===== src/rtl/rcv_timer_ctrl.sv =====
// Receive-frame bit timer: times start, data and stop bits from a latched
// bit period and emits mid-bit sample strobes plus a frame-done pulse.
//
// state  | meaning
// -------+--------------------------------------------------------------
// IDLE   | waiting for start_bit_detected; counters held at zero
// START  | timing the start bit, per_q cycles
// SAMPLE | timing data bits; shift_strobe at mid-bit, bit_cnt advances
// STOP   | timing the stop bit; stop_strobe at mid-bit
// DONE   | single cycle with packet_done, then back to IDLE
module rcv_timer_ctrl #(
    parameter int DIV_BITS     = 4,
    parameter int BIT_CNT_BITS = 4
) (
    input  logic                    clk,
    input  logic                    rst,
    input  logic                    start_bit_detected,
    input  logic [DIV_BITS-1:0]     bit_period,
    input  logic [BIT_CNT_BITS-1:0] num_bits,
    input  logic                    abort,
    output logic                    shift_strobe,
    output logic                    stop_strobe,
    output logic                    packet_done,
    output logic                    busy,
    output logic [BIT_CNT_BITS-1:0] bit_index
);

    localparam logic [2:0] S_IDLE   = 3'd0;
    localparam logic [2:0] S_START  = 3'd1;
    localparam logic [2:0] S_SAMPLE = 3'd2;
    localparam logic [2:0] S_STOP   = 3'd3;
    localparam logic [2:0] S_DONE   = 3'd4;

    localparam logic [DIV_BITS-1:0]     DIV_ONE = DIV_BITS'(1);
    localparam logic [DIV_BITS-1:0]     DIV_TWO = DIV_BITS'(2);
    localparam logic [BIT_CNT_BITS-1:0] BIT_ONE = BIT_CNT_BITS'(1);

    logic [2:0]              r_state;
    logic [DIV_BITS-1:0]     r_div_cnt;
    logic [DIV_BITS-1:0]     r_per_q;
    logic [BIT_CNT_BITS-1:0] r_bit_cnt;
    logic [BIT_CNT_BITS-1:0] r_nb_q;

    logic                    w_period_end;
    logic                    w_mid_bit;
    logic                    w_last_bit;
    logic [DIV_BITS-1:0]     w_per_lat;
    logic [BIT_CNT_BITS-1:0] w_nb_lat;

    // A period below 2 would leave no room for a distinct mid-bit sample.
    assign w_per_lat    = (bit_period < DIV_TWO) ? DIV_TWO : bit_period;
    assign w_nb_lat     = (num_bits == '0) ? BIT_ONE : num_bits;
    assign w_period_end = (r_div_cnt == (r_per_q - DIV_ONE));
    assign w_mid_bit    = (r_div_cnt == (r_per_q >> 1));
    assign w_last_bit   = (r_bit_cnt == (r_nb_q - BIT_ONE));

    always_ff @(posedge clk) begin
        if (rst) begin
            r_state   <= S_IDLE;
            r_div_cnt <= '0;
            r_bit_cnt <= '0;
            r_per_q   <= '0;
            r_nb_q    <= '0;
        end else if (abort && (r_state != S_IDLE)) begin
            r_state   <= S_IDLE;
            r_div_cnt <= '0;
            r_bit_cnt <= '0;
        end else begin
            case (r_state)
                S_IDLE: begin
                    if (start_bit_detected && !abort) begin
                        r_state   <= S_START;
                        r_div_cnt <= '0;
                        r_bit_cnt <= '0;
                        r_per_q   <= w_per_lat;
                        r_nb_q    <= w_nb_lat;
                    end
                end
                S_START: begin
                    if (w_period_end) begin
                        r_state   <= S_SAMPLE;
                        r_div_cnt <= '0;
                        r_bit_cnt <= '0;
                    end else begin
                        r_div_cnt <= r_div_cnt + DIV_ONE;
                    end
                end
                S_SAMPLE: begin
                    if (w_period_end) begin
                        r_div_cnt <= '0;
                        if (w_last_bit) begin
                            r_state   <= S_STOP;
                            r_bit_cnt <= '0;
                        end else begin
                            r_bit_cnt <= r_bit_cnt + BIT_ONE;
                        end
                    end else begin
                        r_div_cnt <= r_div_cnt + DIV_ONE;
                    end
                end
                S_STOP: begin
                    if (w_period_end) begin
                        r_state   <= S_DONE;
                        r_div_cnt <= '0;
                    end else begin
                        r_div_cnt <= r_div_cnt + DIV_ONE;
                    end
                end
                S_DONE: begin
                    r_state <= S_IDLE;
                end
                default: begin
                    r_state   <= S_IDLE;
                    r_div_cnt <= '0;
                    r_bit_cnt <= '0;
                end
            endcase
        end
    end

    assign shift_strobe = (r_state == S_SAMPLE) && w_mid_bit;
    assign stop_strobe  = (r_state == S_STOP) && w_mid_bit;
    assign packet_done  = (r_state == S_DONE);
    assign busy         = (r_state != S_IDLE);
    assign bit_index    = (r_state == S_SAMPLE) ? r_bit_cnt : '0;

endmodule

===== config.mk =====
export PLATFORM = sky130hd
export DESIGN_NAME = rcv_timer_ctrl
export DESIGN_NICKNAME = d
export VERILOG_FILES = /design/src/rtl/rcv_timer_ctrl.sv
export SDC_FILE = /design/constraint.sdc
export NUM_CORES = 1
export LEC_CHECK = 0
export ABC_AREA = 1
export BUFFER_PORTS_ARGS = -buffer_cell sky130_fd_sc_hd__buf_4
export CORE_MARGIN = 2
export CORE_UTILIZATION = 40
export CTS_CLUSTER_DIAMETER = 40
export CTS_CLUSTER_SIZE = 40
export DETAILED_ROUTE_END_ITERATION = 10
export SETUP_SLACK_MARGIN = 0.1
export SYNTH_ARGS = -nofsm -noshare
export SYNTH_HDL_FRONTEND = slang
export SYNTH_SLANG_ARGS = --single-unit

===== constraint.sdc =====
create_clock -name clk -period 4.7 [get_ports clk]
set_clock_uncertainty 0.15 [all_clocks]
set_input_delay 0.235 -clock clk [delete_from_list [all_inputs] [get_ports clk]]
set_output_delay 0.235 -clock clk [all_outputs]
set_load 0.005 [all_outputs]

==> impl_metrics.json <==
{
  "status": "finished, final reports clean",
  "grt_start_max_net_pins": 17,
  "cts.sinks": 19,
  "seqPwrFrac": 0.357,
  "vias": 1155,
  "die_h_um": 60.7,
  "grt_pass1_wl_um": 4370,
  "core_area_mm2": 0.00305,
  "setup_viol": 0,
  "synth_cell_types": 30,
  "min_path_type": "in -> reg",
  "grt_use_total": 0.157,
  "slew_headroom": 0.704,
  "max_stage_delay_ps": 400,
  "yosysSeqAreaShare": 0.296,
  "preCtsSetupSlack_ps": 2900,
  "post_cts_buffers": 0,
  "wl_per_cell_um": 10.2,
  "power_density_mw_per_mm2": 407,
  "antenna_left": 0,
  "synthesis.area_per_instance_um2": 6.87,
  "first_pass_iters": 4,
  "crit_family": "simple AND/OR/NAND/NOR gates",
  "cts_resized": 0,
  "worst_slew_pin_slew_ps": 443,
  "hold_viol_final": 0,
  "p_int_mw": 0.340,
  "synth_seq_cells": 19,
  "switchingPower_mw": 0.267,
  "remaining_drc_errors": 0,
  "htree_levels": 1,
  "synth_warnings": 0,
  "die-area_mm2": 0.00368,
  "ios": 20,
  "crit_arrival_ps": 1450,
  "n_antenna_cell": 0,
  "syn_area_mm2": 0.00128,
  "syn_inst": 187,
  "min_period_ps": 1840,
  "setup_ws_ps": 2860,
  "area_delta_synth_final_pct": 16.0,
  "grt_antenna_before_repair": 0,
  "start_util": 0.421,
  "leakagePower_nw": 0.687,
  "slew_viol_final": 0,
  "port_buffers": 19,
  "cts_buffers": 3,
  "place.gp.congestion": 0.814,
  "critPathSlowestCell": "dfxtp_1",
  "finalSetupTns_ps": 0,
  "syn_nets": 203,
  "dr.first_iter.drc_count": 50,
  "combPwrFrac": 0.501,
  "power_mw": 0.607,
  "clockBufferDepth": 2,
  "die_w_um": 60.7,
  "nNetsFinal": 224,
  "pwr-share-clk": 0.143,
  "cts_tree": "done",
  "grt-ovfl-total": 0,
  "worstSkewPairLatency_ps": 300,
  "viasPerCell": 4.60,
  "worstSetupEndpointType": "output pin",
  "max_freq_mhz": 544,
  "ir_drop_v": 0.000263,
  "swShare": 0.440,
  "worstPathCellList": "nor2_2 -> nand2_1 -> nor2_1 -> buf_4",
  "cp_max_fo": 9,
  "root_buffer": "clkbuf_4",
  "hpwl_um": 2010,
  "routed_wl_um": 2560,
  "ctsHoldBuffers": 0,
  "rsz0062_at_grt": "false",
  "maxCapViolCount": 0,
  "critical_path_class": "reg -> out",
  "critical_path_required_ps": 4320,
  "drive_above_1_share": 0.208,
  "grt_pass1_vias": 1012,
  "whs_ps": 23.9,
  "path_buf_inv": 1,
  "startpoint_type": "flip-flop",
  "clk_pin_slew_worst_paths_ps": 110,
  "fp-row-count": 20,
  "min_period_over_period": 0.391
}
-- routing by layer --
| layer | vias to the layer above | wire, um | GRT usage |
|---|---|---|---|
| li1 | 633 | - | - |
| met4 | 0 | 19 | 0.0373 |
| met2 | 28 | 1090 | 0.250 |
| met1 | 492 | 1290 | 0.210 |
| met5 | - | 0 | 0 |
| met3 | 2 | 160 | 0.0469 |
-- area by class of cell --
type                    instances  area (um2)
flip-flops and latches         19         380
inverters                      31         119
fillers                       321        1560
multi-input cells             134         767
repair buffers                 19         143
well taps                      44        55.1
clock buffers                   4        26.3
-- layout by cell type (no fill, tap or decap), types with 4 or more instances in the layout --
master and instances:
nand3_1 8, a21oi_1 10, buf_4 19, inv_1 26, a211oi_1 6, dfxtp_1 19
nor3_1 6, xor2_1 5, nor2_1 23, xnor2_1 4, nand2_1 47, ha_1 4
-- registers in the layout (all words and copies together), names as in the netlist --
signal     count
r_div_cnt      4
r_nb_q         4
r_bit_cnt      4
r_state        3
r_per_q        4
-- metrics by stage --
stage          std cells  area, um2   util
2_1_floorplan        187       1280      -
3_3_place_gp         247       1460  0.480
3_5_place_dp         247       1460  0.480
4_1_cts              251       1490  0.488
5_1_grt              251       1490  0.488
6_report             251       1490  0.488
-- power groups by stage --
stage	Clock (mW)	Sequential, mW	Combinational, mW
after detailed placement	0	0.221	0.307
after global routing	0.0965	0.221	0.352
final	0.0866	0.217	0.304
after floorplan	0	0.214	0.248
after CTS	0.0891	0.217	0.308
after global placement	0	0.220	0.303
-- cell families (layout without fill, tap and decap cells) --
family,Yosys count,in the layout,share of synthesized area
AOI/OAI and AO/OA,25,25,0.141
xor gates and xnor gates,9,9,0.0613
adders and majority gates,4,4,0.0389
and+or+nand+nor,96,96,0.355
buffers and inverters,34,54,0.107
DFF,19,19,0.296
-- Yosys cell counts --
master      n  area share
nor2_1     23       0.067
a21oi_1    10       0.039
clkinv_1    1      0.0029
clkbuf_1    1      0.0029
a211oi_1    6       0.035
inv_1      26       0.076
buf_1       1      0.0029
buf_6       1      0.0088
nand2_1    47        0.14
dfxtp_1    19        0.30
nor2_4      2       0.018
inv_4       1      0.0049
xnor2_1     4       0.027
o22ai_1     1      0.0049
a211oi_2    3       0.029
nand2_4     1      0.0088
nand3_4     3       0.041
xor2_1      5       0.034
o21a_2      1      0.0068
ha_1        4       0.039
o21ai_0     1      0.0039
o2111ai_1   1      0.0068
o21bai_2    1      0.0088
nor2_2      3       0.015
inv_2       3      0.0088
nand2_2     2      0.0097
nor3_1      6       0.023
nand4_1     1      0.0049
nand3_1     8       0.031
o21ai_2     1      0.0068
-- worst paths after layout --
path / from / endpoint / slack [ps] / cells past startpoint
max reg2reg: r_per_q[0]$_SDFFE_PP0P_ / r_bit_cnt[1]$_SDFFE_PP0P_ / 2890 / 11
min reg2reg: r_nb_q[3]$_SDFFE_PP0P_ / r_nb_q[3]$_SDFFE_PP0P_ / 340 / 2
min: rst / r_per_q[1]$_SDFFE_PP0P_ / 20 / 2
max: r_state[2]$_SDFFE_PP0P_ / bit_index[3] / 2860 / 4
Power figures use the tool's default switching activity.
